**src/rtl/lap_bank_pkg.sv**
```systemverilog
// Lap register bank shared definitions: FSM states, default field widths,
// and the packed lap entry layout {epoch, m_epoch}.
package lap_bank_pkg;

  localparam int unsigned LAP_EPOCH_W = 18;  // {hour, minute, second}, 6 bits each
  localparam int unsigned LAP_MSEC_W  = 10;  // millisecond field

  typedef enum logic [1:0] {
    IDLE,
    SAVE_WR,
    RD,
    CLR_SWEEP
  } state_e;

  typedef struct packed {
    logic [LAP_EPOCH_W-1:0] epoch;
    logic [LAP_MSEC_W-1:0]  m_epoch;
  } lap_t;

endpackage

```
**src/rtl/lap_bank_mem.sv**
```systemverilog
// Lap storage array: DEPTH x WIDTH registers, one synchronous write port,
// one combinational read port. The array is intentionally not reset.
module lap_bank_mem
  import lap_bank_pkg::*;
#(
  parameter int unsigned DEPTH = 8,
  parameter int unsigned WIDTH = $bits(lap_t)
) (
  input  logic                     clock,
  input  logic                     we,
  input  logic [$clog2(DEPTH)-1:0] waddr,
  input  logic [WIDTH-1:0]         wdata,
  input  logic [$clog2(DEPTH)-1:0] raddr,
  output logic [WIDTH-1:0]         rdata
);

  logic [WIDTH-1:0] mem [DEPTH];

  // Single write port, one entry per cycle
  always_ff @(posedge clock) begin
    if (we) mem[waddr] <= wdata;
  end

  assign rdata = mem[raddr];

endmodule

```
**src/rtl/lap_bank_ctrl.sv**
```systemverilog
// Lap bank controller: captures the running time on save, stores it in a
// circular buffer, returns laps oldest-first on retrieve, sweeps to zero on
// clear. Optional macro LAP_BANK_OVERWRITE_EN: save when full overwrites the
// oldest entry instead of being dropped.
module lap_bank_ctrl
  import lap_bank_pkg::*;
#(
  parameter int unsigned DEPTH   = 8,
  parameter int unsigned EPOCH_W = LAP_EPOCH_W,
  parameter int unsigned MSEC_W  = LAP_MSEC_W
) (
  input  logic                       clock,
  input  logic                       reset,
  input  logic                       save,
  input  logic                       retrieve,
  input  logic                       clear,
  input  logic [EPOCH_W-1:0]         epoch,
  input  logic [MSEC_W-1:0]          m_epoch,
  output logic                       busy,
  output logic [EPOCH_W-1:0]         rd_epoch,
  output logic [MSEC_W-1:0]          rd_m_epoch,
  output logic [$clog2(DEPTH)-1:0]   rd_index,
  output logic                       rd_valid,
  output logic [$clog2(DEPTH+1)-1:0] count,
  output logic                       full
);

  localparam int unsigned AW = $clog2(DEPTH);
  localparam int unsigned CW = $clog2(DEPTH+1);
  localparam int unsigned DW = EPOCH_W + MSEC_W;

  state_e            state_q, state_d;
  logic [AW-1:0]     wr_ptr_q, wr_ptr_d;
  logic [AW-1:0]     rd_ptr_q, rd_ptr_d;
  logic [CW-1:0]     count_q, count_d;
  logic [AW-1:0]     sweep_q, sweep_d;
  logic [DW-1:0]     snap_q, snap_d;
  logic [EPOCH_W-1:0] rd_epoch_q, rd_epoch_d;
  logic [MSEC_W-1:0] rd_m_epoch_q, rd_m_epoch_d;
  logic [AW-1:0]     rd_index_q, rd_index_d;
  logic              rd_valid_q, rd_valid_d;

  logic              mem_we;
  logic [AW-1:0]     mem_waddr;
  logic [DW-1:0]     mem_wdata;
  logic [DW-1:0]     mem_rdata;
  logic [AW-1:0]     oldest;
  logic [AW-1:0]     newest;
  logic              is_full;

  lap_bank_mem #(
    .DEPTH (DEPTH),
    .WIDTH (DW)
  ) u_mem (
    .clock (clock),
    .we    (mem_we),
    .waddr (mem_waddr),
    .wdata (mem_wdata),
    .raddr (rd_ptr_q),
    .rdata (mem_rdata)
  );

  // Count of DEPTH truncates to 0 in AW bits, so a full bank gives oldest == wr_ptr.
  assign oldest  = wr_ptr_q - count_q[AW-1:0];
  assign newest  = wr_ptr_q - AW'(1);
  assign is_full = (count_q == CW'(DEPTH));

  // Next-state, pointer, memory-port and output-register logic
  always_comb begin
    state_d      = state_q;
    wr_ptr_d     = wr_ptr_q;
    rd_ptr_d     = rd_ptr_q;
    count_d      = count_q;
    sweep_d      = sweep_q;
    snap_d       = snap_q;
    rd_epoch_d   = rd_epoch_q;
    rd_m_epoch_d = rd_m_epoch_q;
    rd_index_d   = rd_index_q;
    rd_valid_d   = 1'b0;
    mem_we       = 1'b0;
    mem_waddr    = wr_ptr_q;
    mem_wdata    = snap_q;

    case (state_q)
      IDLE: begin
        if (clear) begin
          wr_ptr_d     = '0;
          rd_ptr_d     = '0;
          count_d      = '0;
          sweep_d      = '0;
          rd_epoch_d   = '0;
          rd_m_epoch_d = '0;
          rd_index_d   = '0;
          state_d      = CLR_SWEEP;
        end else if (save) begin
          snap_d  = {epoch, m_epoch};
          state_d = SAVE_WR;
        end else if (retrieve) begin
          state_d = RD;
        end
      end

      SAVE_WR: begin
        if (!is_full) begin
          mem_we   = 1'b1;
          wr_ptr_d = wr_ptr_q + AW'(1);
          count_d  = count_q + CW'(1);
        end else begin
`ifdef LAP_BANK_OVERWRITE_EN
          // Full: wr_ptr is the oldest slot; a reader parked there moves to the new oldest.
          mem_we   = 1'b1;
          wr_ptr_d = wr_ptr_q + AW'(1);
          if (rd_ptr_q == wr_ptr_q) rd_ptr_d = wr_ptr_q + AW'(1);
`endif
        end
        state_d = IDLE;
      end

      RD: begin
        if (count_q != '0) begin
          rd_epoch_d   = mem_rdata[DW-1:MSEC_W];
          rd_m_epoch_d = mem_rdata[MSEC_W-1:0];
          rd_index_d   = rd_ptr_q - oldest;
          rd_ptr_d     = (rd_ptr_q == newest) ? oldest : rd_ptr_q + AW'(1);
          rd_valid_d   = 1'b1;
        end
        state_d = IDLE;
      end

      CLR_SWEEP: begin
        mem_we    = 1'b1;
        mem_waddr = sweep_q;
        mem_wdata = '0;
        sweep_d   = sweep_q + AW'(1);
        if (sweep_q == AW'(DEPTH - 1)) state_d = IDLE;
      end

      default: state_d = IDLE;
    endcase
  end

  // State and output registers with asynchronous reset
  always_ff @(posedge clock or posedge reset) begin
    if (reset) begin
      state_q      <= IDLE;
      wr_ptr_q     <= '0;
      rd_ptr_q     <= '0;
      count_q      <= '0;
      sweep_q      <= '0;
      snap_q       <= '0;
      rd_epoch_q   <= '0;
      rd_m_epoch_q <= '0;
      rd_index_q   <= '0;
      rd_valid_q   <= 1'b0;
    end else begin
      state_q      <= state_d;
      wr_ptr_q     <= wr_ptr_d;
      rd_ptr_q     <= rd_ptr_d;
      count_q      <= count_d;
      sweep_q      <= sweep_d;
      snap_q       <= snap_d;
      rd_epoch_q   <= rd_epoch_d;
      rd_m_epoch_q <= rd_m_epoch_d;
      rd_index_q   <= rd_index_d;
      rd_valid_q   <= rd_valid_d;
    end
  end

  assign busy       = (state_q != IDLE);
  assign rd_epoch   = rd_epoch_q;
  assign rd_m_epoch = rd_m_epoch_q;
  assign rd_index   = rd_index_q;
  assign rd_valid   = rd_valid_q;
  assign count      = count_q;
  assign full       = is_full;

endmodule

```
**config.mk**
```make
export PLATFORM = sky130hd
export DESIGN_NAME = lap_bank_ctrl
export DESIGN_NICKNAME = d
export VERILOG_FILES = /design/src/rtl/lap_bank_pkg.sv /design/src/rtl/lap_bank_mem.sv /design/src/rtl/lap_bank_ctrl.sv
export SDC_FILE = /design/constraint.sdc
export NUM_CORES = 1
export LEC_CHECK = 0
export BUFFER_PORTS_ARGS = -buffer_cell sky130_fd_sc_hd__clkbuf_2
export CORE_UTILIZATION = 35
export CTS_CLUSTER_DIAMETER = 200
export DETAILED_ROUTE_END_ITERATION = 10
export PLACE_DENSITY = 0.61
export REMOVE_ABC_BUFFERS = 1
export SLEW_MARGIN = 20
export SYNTH_ARGS = -nofsm -noshare
export SYNTH_HDL_FRONTEND = slang
export SYNTH_HIERARCHICAL = 1
export SYNTH_SLANG_ARGS = --single-unit
```
**constraint.sdc**
```tcl
create_clock -name clock -period 7.2 [get_ports clock]
set_clock_uncertainty 0.05 [all_clocks]
set_input_delay 1.44 -clock clock [delete_from_list [all_inputs] [get_ports clock]]
set_output_delay 1.44 -clock clock [all_outputs]
set_load 0.03 [all_outputs]
```
Word-level counts from Yosys, hierarchy flattened
Memories as Yosys holds them, arrays and structs flattened.
Index checks and enable logic that the tools add are counted.
Operators by class
  $add $sub $neg: 7
  equality and inequality tests: 11
  muxes and demuxes: 31
  bitwise gates (word level): 1
  reductions and logical operators: 12
Operators with widths (count)
  $mux 18: 2
  $pmux 18 s2: 1
  $mux 28: 1
  $pmux 3 s2: 4
  $mux 10: 2
  $pmux 10 s2: 1
  $mux 3: 6
  $add 3x1->3 const B: 3
  $reduce_and 3->1: 3
  $mux 2: 4
  $mux 4: 2
  $ne 2x2->1 const B: 4
  $pmux 4 s2: 1
  $reduce_bool 2->1: 4
  $pmux 2 s3: 1
  $sub 3x3->3: 2
  $mux 1: 5
  $add 4x1->4 const B: 1
  $eq 2x2->1 const B: 2
  $eq 4x4->1 const B: 1
  $ne 4x4->1 const B: 1
  $reduce_and 2->1: 2
  $reduce_bool 4->1: 1
  $eq 3x3->1: 1
  other kinds (7): 7
Storage, ports and cells
  flip-flop bits (word level): 75
  memory bits (writable): 224
  input port bits: 33
  output and inout port bits: 38
  word-level logic and storage cells: 73
  memories: 1
Memory list
  u_mem.mem: depth 8, width 28, rd ports 1, clocked after Yosys merged registers in 0, write ports 1, line lap_bank_mem.sv:17  | logic [WIDTH-1:0] mem [DEPTH];

Logic depth before layout (Yosys ltp)
Gate-level depths: netlist of the first run.
  depth after elaboration: 5
  gate-level depth with buffers: 8
  gate-level depth less buffers: 8

Hierarchy
Netlist of the first run, hierarchy kept.
By module, submodules not included
  lap_bank_mem: times used 1, cells an instance 336, area an instance 8484.4 sq um, seq. area each 6726.5 sq um
  lap_bank_ctrl: times used 1, cells an instance 333, area an instance 3572.2 sq um, seq. area each 1876.8 sq um

Least setup slack after synthesis of the first run
OpenSTA, ideal clock, no wires.
  path kind: reg-to-reg
  from: reg count_q[1], in the netlist count[1]
  to: mem u_mem/mem[0][0] in the netlist's numbering, enable pin
  library setup time: 0.448 ns
  arrival: 3.682 ns
  data required time: 6.702 ns
  slack: 3.020 ns
  cell stages (with the launch flop): 8
  path buffers: 1
  period minus slack after synthesis: 4.180 ns
  cells stage by stage: dfrtp_1 > inv_1 > ha_1 > and3b_1 > clkbuf_1 > a21boi_0 > nand2b_1 > nor3_1
Between the ends
  word-level cells in the longest chain between the ends: 5
RTL lines
  start, declared: line lap_bank_ctrl.sv:35  | logic [CW-1:0] count_q, count_d;
  start signal, assigned: line lap_bank_ctrl.sv:159  | count_q <= count_d;
  $eq 4x4->1: line lap_bank_ctrl.sv:66  | assign is_full = (count_q == CW'(DEPTH));
  via full: line lap_bank_ctrl.sv:25  | output logic full
  $mux 1: line lap_bank_ctrl.sv:104  | if (!is_full) begin
  $pmux 1 s2: line lap_bank_ctrl.sv:84  | case (state_q)
  via mem_we: line lap_bank_ctrl.sv:43  | logic mem_we;
  $mux 1: line lap_bank_mem.sv:21  | if (we) mem[waddr] <= wdata;
  $mux 1 (not written as such): line lap_bank_mem.sv:21
  end, declared: line lap_bank_mem.sv:17
The timed path passes the listed nets, and every way through them passes these cells.

Worst setup path after layout of the first run
  from: reg count_q[1], in the netlist count[1]
  to: out full
Between the ends
  word-level cells in the longest chain between the ends: 1
RTL lines (line)
  $eq 4x4->1: lap_bank_ctrl.sv:66
  end, declared: lap_bank_ctrl.sv:25
No other way between the ends.

==> key figures, run 1 <==
Cells and area
  – Fraction of layout instances using a drive strength above 1: 33.8%
  – Final nets: 797
  – Area Growth Syn to Fin: 15.9%
  – Multi-input gate area: 3230 um^2
  – Final instance area: 14000 um^2
  – Register area: 8610 um^2
  – Fin cells: 1226
  – Post-layout util: 41.5%
  – N_diodes: 0
  – Filler cells: 3010

Power
  – Leakage: 0.00496 uW
  – PD cells: 440 nW/um^2
  – Worst IR Drop VDD: 0.205 mV

Timing
  – Worst slew margin: 35.3%
  – Tcrit/Tclk final: 47.6%
  – Slew Limit Fails: 0
  – Setup Viol. Count Final: 0
  – Final Hold Viols: 0
  – Fmax: 0.292 GHz
  – Final setup TNS: 0 ns
  – Fin crit period: 3.43 ns
  – Tightest Pin Transition: 0.970 ns
  – Min Hold Slack: 0.432 ns
  – RSZ-0062 raised after global routing: no

Logic synthesis
  – Synth Flop Type: edfxtp_1
  – Post-synth EDFFs: 224
  – FFs w/ async S/R, synth: 25.1%
  – Yosys warning count: 6
  – Synth Area per Inst: 18.0 um^2
  – Yosys cell types: 45
  – Synth top area cells: edfxtp_1 (56%), dfrtp_1 (16%), mux4_2 (9.3%)
  – Register area share after synthesis: 71.4%
  – Area of the mapped netlist: 12100 um^2
  – Gate Count Post-Synth: 669
  – FF+latch count, synth: 299
  – Post-synth top cells: edfxtp_1 (224), dfrtp_1 (75), nand2_1 (70)
  – Cell taking the most area after synthesis: edfxtp_1
  – Most common cell in the netlist: edfxtp_1
  – Share of the synthesized area in the top cell type: 55.8%

Placement
  – Buffers on Ports: 70
  – Placed cell areas: 12900 um^2
  – Placed Cells: 1168
  – GPL Wtd Cong: 0.707
  – Hpwl dp: 12900 um

Setup path
  – Data required time of the worst path: 5.71 ns
  – R2R setup slack: 4.51 ns
  – Crit. Startpoint: count[1]
  – Critical Path AT: 1.94 ns
  – Worst Setup Path Type: flop to output port
  – Setup crit start kind: flop
  – Worst Path Max Fanout: 9
  – R2r startpoint: rd_ptr_q[0]
  – CP Capture Type: output port

Drt
  – Drt total wl: 22800 um
  – Drt drc: 0
  – Initial drt markers: 275
  – ANT nets after route: 0
  – TritonRoute pass-1 iters: 4
  – Vias: 5897
  – Number of vias per cell: 4.81
  – Routed WL per cell: 18.6 um

Status
  – Outcome: finished, final reports clean

Min path
  – Worst min path class: flop to flop
  – Min-delay src: rd_epoch[6]

Die
  – Core Rows: 67
  – Die Footprint: 35200 um^2
  – Initial Util: 35.8%
  – Die width: 188 um
  – Core area: 33700 um^2
  – Die height: 188 um
  – Ports: 71

Clock network
  – CTS tree: done
  – Cts repair resizes: 0
  – Clock Path Buffers: 3
  – CTS Buf Count: 31
  – Clk root buf: clkbuf_16
  – Reg clk slew, reported paths: 0.07 ns
  – Max H-tree Level: 1
  – # hold bufs at CTS: 0
  – Clk sink count: 299
  – Postcts setup bufs: 0
  – Clk Latency, worst-skew pair: 0.56 ns

Global route
  – GRT overflow: 0
  – Vias in the first global route: 6221
  – Largest net degree at the start of global routing: 76
  – First-pass GRT wire length: 35900 um
  – Overall global routing resource usage: 13.2%
  – Initial antenna violation count: 0

Job
  – Max-cap violations: 0
==> worst max-delay path, stage by stage, from the launching register on <==
cell      delay [ns]
dfrtp_1         0.45
inv_1           0.13
ha_1            0.17
and3b_1         0.36
clkbuf_2        0.27
==> where the power goes <==
group | switching (uW) | internal (uW)
clock | 661 | 953
sequential | 249 | 2480
combinational | 1010 | 801
==> cell usage in the layout, fill, tap and decap left out, types with 3 or more instances in the layout <==
cell and n:
a22o_1 9, and2_1 28, buf_4 14, bufinv_16 3
clkbuf_1 7, clkbuf_16 32, clkbuf_2 70, clkinv_2 3
clkinv_4 5, clkinvlp_4 3, dfrtp_1 73, edfxtp_1 224
ha_1 9, inv_1 10, mux2_2 59, mux2i_1 3
mux4_1 6, mux4_2 50, nand2_1 70, nand2b_1 6
nand3_1 6, nor2_2 6, o21ai_0 32, o21ai_1 5
xnor2_1 5
==> layer usage <==
layer / vias up / track usage, % / part of all wire (%)
li1: 2743 / - / -
met3: 28 / 2.36 / 4.5
met1: 3011 / 17.4 / 44
met5: - / 0 / 0
met2: 115 / 22.6 / 50
met4: 0 / 3.13 / 1.6
==> through the flow <==
stage                     total power (uW)  setup slack, ns
final                                 6150             3.77
after global routing                  6500             3.64
after CTS                             6250             3.74
after detailed placement              4630             4.11
after global placement                4590             4.15
after floorplan                       4050             3.14
==> final timing paths <==
path | endpoint | cells after the start
worst min-delay path | rd_epoch[6] | 2
max in group asynchronous | rd_ptr_q[2] | 3
worst min register to register | rd_epoch[6] | 2
worst max-delay path | full | 4
min in group asynchronous | snap_q[11] | 3
worst max register to register | rd_epoch[10] | 5
==> area by class of cell <==
class                           instances  area share [%]
Sequential cell                       299            61.6
Multi-Input combinational cell        324            23.1
Clock buffer                           41            6.12
Tap cell                              448            4.01
Timing Repair Buffer                   85            3.34
Clock inverter                         17            1.46
Inverter                               12           0.331
==> sequential cells by signal, summed over array words and instances (netlist names) <==
| register | count |
|---|---|
| state_q | 2 |
| rd_ptr_q | 3 |
| snap_q | 28 |
| rd_valid | 1 |
| rd_m_epoch | 10 |
| count | 4 |
| rd_epoch | 18 |
| rd_index | 3 |
| u_mem/mem | 224 |
| sweep_q | 3 |
| wr_ptr_q | 3 |
==> cell families (layout without fill, tap and decap cells) <==
kind of cell / after synthesis / count (layout) / synth area share, %
AOI/OAI and AO/OA: 55 / 55 / 2.81
xor gates and xnor gates: 8 / 8 / 0.695
adders and majority gates: 11 / 11 / 1.27
buffers and inverters: 46 / 155 / 2.08
DFF: 299 / 299 / 71.4
muxes: 118 / 118 / 16.4
and+or+nand+nor: 132 / 132 / 5.39
Note: power is estimated with default switching activity, not from simulation.
==> inputs of run 2 (changes only) <==
- PLACE_DENSITY: 0.61 -> 0.63
- clock period: 7.2 -> 3 ns (I/O delays scaled with it)
==> key figures, run 2 (synthesized netlist as in run 1, its figures left out) <==
Clock network
  – Reg clk slew, reported paths: 0.06 ns
  – Clock Path Buffers: 3
  – CTS Buf Count: 31
  – Cts repair resizes: 0
  – # hold bufs at CTS: 0
  – Clk root buf: clkbuf_16
  – Postcts setup bufs: 0
  – Clk sink count: 299
  – CTS tree: done
  – Clk Latency, worst-skew pair: 0.55 ns
  – Max H-tree Level: 1

Setup path
  – Critical Path AT: 1.89 ns
  – Worst Path Max Fanout: 9
  – R2R setup slack: 0.49 ns
  – CP Capture Type: output port
  – R2r startpoint: count[1]
  – Worst r2r path cells: 6
  – Setup crit start kind: flop
  – Reg2reg end: rd_epoch[14]
  – Worst Setup Path Type: flop to output port
  – Data required time of the worst path: 2.35 ns

Job
  – Max-cap violations: 0

Global route
  – Overall global routing resource usage: 13.6%
  – Largest net degree at the start of global routing: 47
  – GR Util met3: 2.26%
  – Gr busiest metal: met2
  – First-pass GRT wire length: 37300 um
  – Grt met2 use: 23.3%
  – Initial antenna violation count: 0
  – Vias in the first global route: 6333
  – Met1 Usage GRT: 18.2%
  – GRT overflow: 0

Status
  – Outcome: finished, final reports clean

Drt
  – Routed WL per cell: 18.9 um
  – TritonRoute pass-1 iters: 4
  – Initial drt markers: 324
  – ANT nets after route: 0
  – Vias: 5965
  – Number of vias per cell: 4.81
  – Drt drc: 0
  – Drt total wl: 23400 um

Cells and area
  – Final instance area: 14100 um^2
  – Most frequent cells in the layout: edfxtp_1 (224), dfrtp_1 (73), nand2_1 (70), clkbuf_2 (70), mux2_2 (59)
  – Post-layout util: 41.7%
  – Max FFs per register: 224
  – Commonest non-fill, non-tap cell in the layout: edfxtp_1
  – Fraction of layout instances using a drive strength above 1: 34.8%
  – Final nets: 812
  – N_diodes: 0
  – Largest register by flop count: u_mem/mem
  – Area Growth Syn to Fin: 16.7%

Die
  – Initial Util: 35.8%
  – Core Rows: 67
  – Die width: 188 um
  – Core area: 33700 um^2
  – Die height: 188 um
  – Die Footprint: 35200 um^2
  – Ports: 71

Placement
  – GPL Wtd Cong: 0.729
  – Placed cell areas: 13100 um^2
  – Hpwl dp: 14900 um
  – Buffers on Ports: 70

Timing
  – Final Hold Viols: 0
  – Setup Viol. Count Final: 0
  – Tightest Pin Transition: 0.706 ns
  – Final setup TNS: 0 ns
  – RSZ-0062 raised after global routing: no
  – Worst slew margin: 52.9%
  – Fmax: 0.394 GHz
  – Fin crit period: 2.54 ns
  – Tcrit/Tclk final: 84.6%
  – Slew Limit Fails: 0

Power
  – Worst IR Drop VDD: 0.493 mV
  – PD cells: 1050 nW/um^2
  – Leakage: 0.00503 uW

Min path
  – Worst min path class: input port to async pin
[run 2: cell count changes in the layout (fill, tap and decap cells not counted), moves of 2 or more]
cell / previous run / this run
buf_4: 14 / 25
buf_12: 0 / 5
clkinv_2: 3 / 8
clkinv_4: 5 / 0
clkbuf_8: 2 / 4
[run 2: through the flow]
step                hold slack (ns)  power (uW)  std cells  worst slack (ns)
floorplan                     0.422        9730        635             -1.06
global placement              0.418       11200       1183             0.559
detailed placement            0.425       11300       1183             0.486
CTS                          0.0773       15000       1239             0.438
global route                  0.123       15600       1239             0.331
finish                       0.0694       14800       1239             0.463
[run 2: worst max-delay path by stage]
stage / depth (start not counted) / to / from / slack [ns]
finish: 4 / full / count[1] / 0.46
global route: 7 / rd_m_epoch[9] / count[1] / 0.33
CTS: 4 / full / count[1] / 0.44
detailed placement: 6 / rd_m_epoch[2] / count[1] / 0.49
global placement: 6 / rd_m_epoch[3] / count[1] / 0.56
floorplan: 6 / u_mem/mem[0][0] / count[1] / -1.06
[run 2: routing by layer]
layer | vias to the layer above | part of all wire [%]
met4 | 0 | 1.9
met2 | 81 | 51
li1 | 2761 | -
met3 | 35 | 3.1
met1 | 3088 | 44
met5 | - | 0
[run 2: critical path, cell delays in order (launching register included)]
cell	delay [ns]
dfrtp_1	0.43
inv_1	0.13
ha_1	0.16
and3b_1	0.33
clkbuf_2	0.27
[run 2: area by class of cell]
class / instances / area [um^2]
multi-input cells: 324 / 3230
well taps: 448 / 561
clock inverters: 14 / 126
clock buffers: 42 / 857
fillers: 3052 / 19600
inverters: 12 / 46.3
repair buffers: 100 / 638
flip-flops and latches: 299 / 8610
[run 2: where the power goes]
group	total (uW)	leakage (uW)	internal (uW)	switching [uW]
sequential	6430	0.00301	5950	475
clock	3680	0.000483	2160	1520
combinational	4640	0.00154	2040	2600
total	14800	0.00503	10200	4600
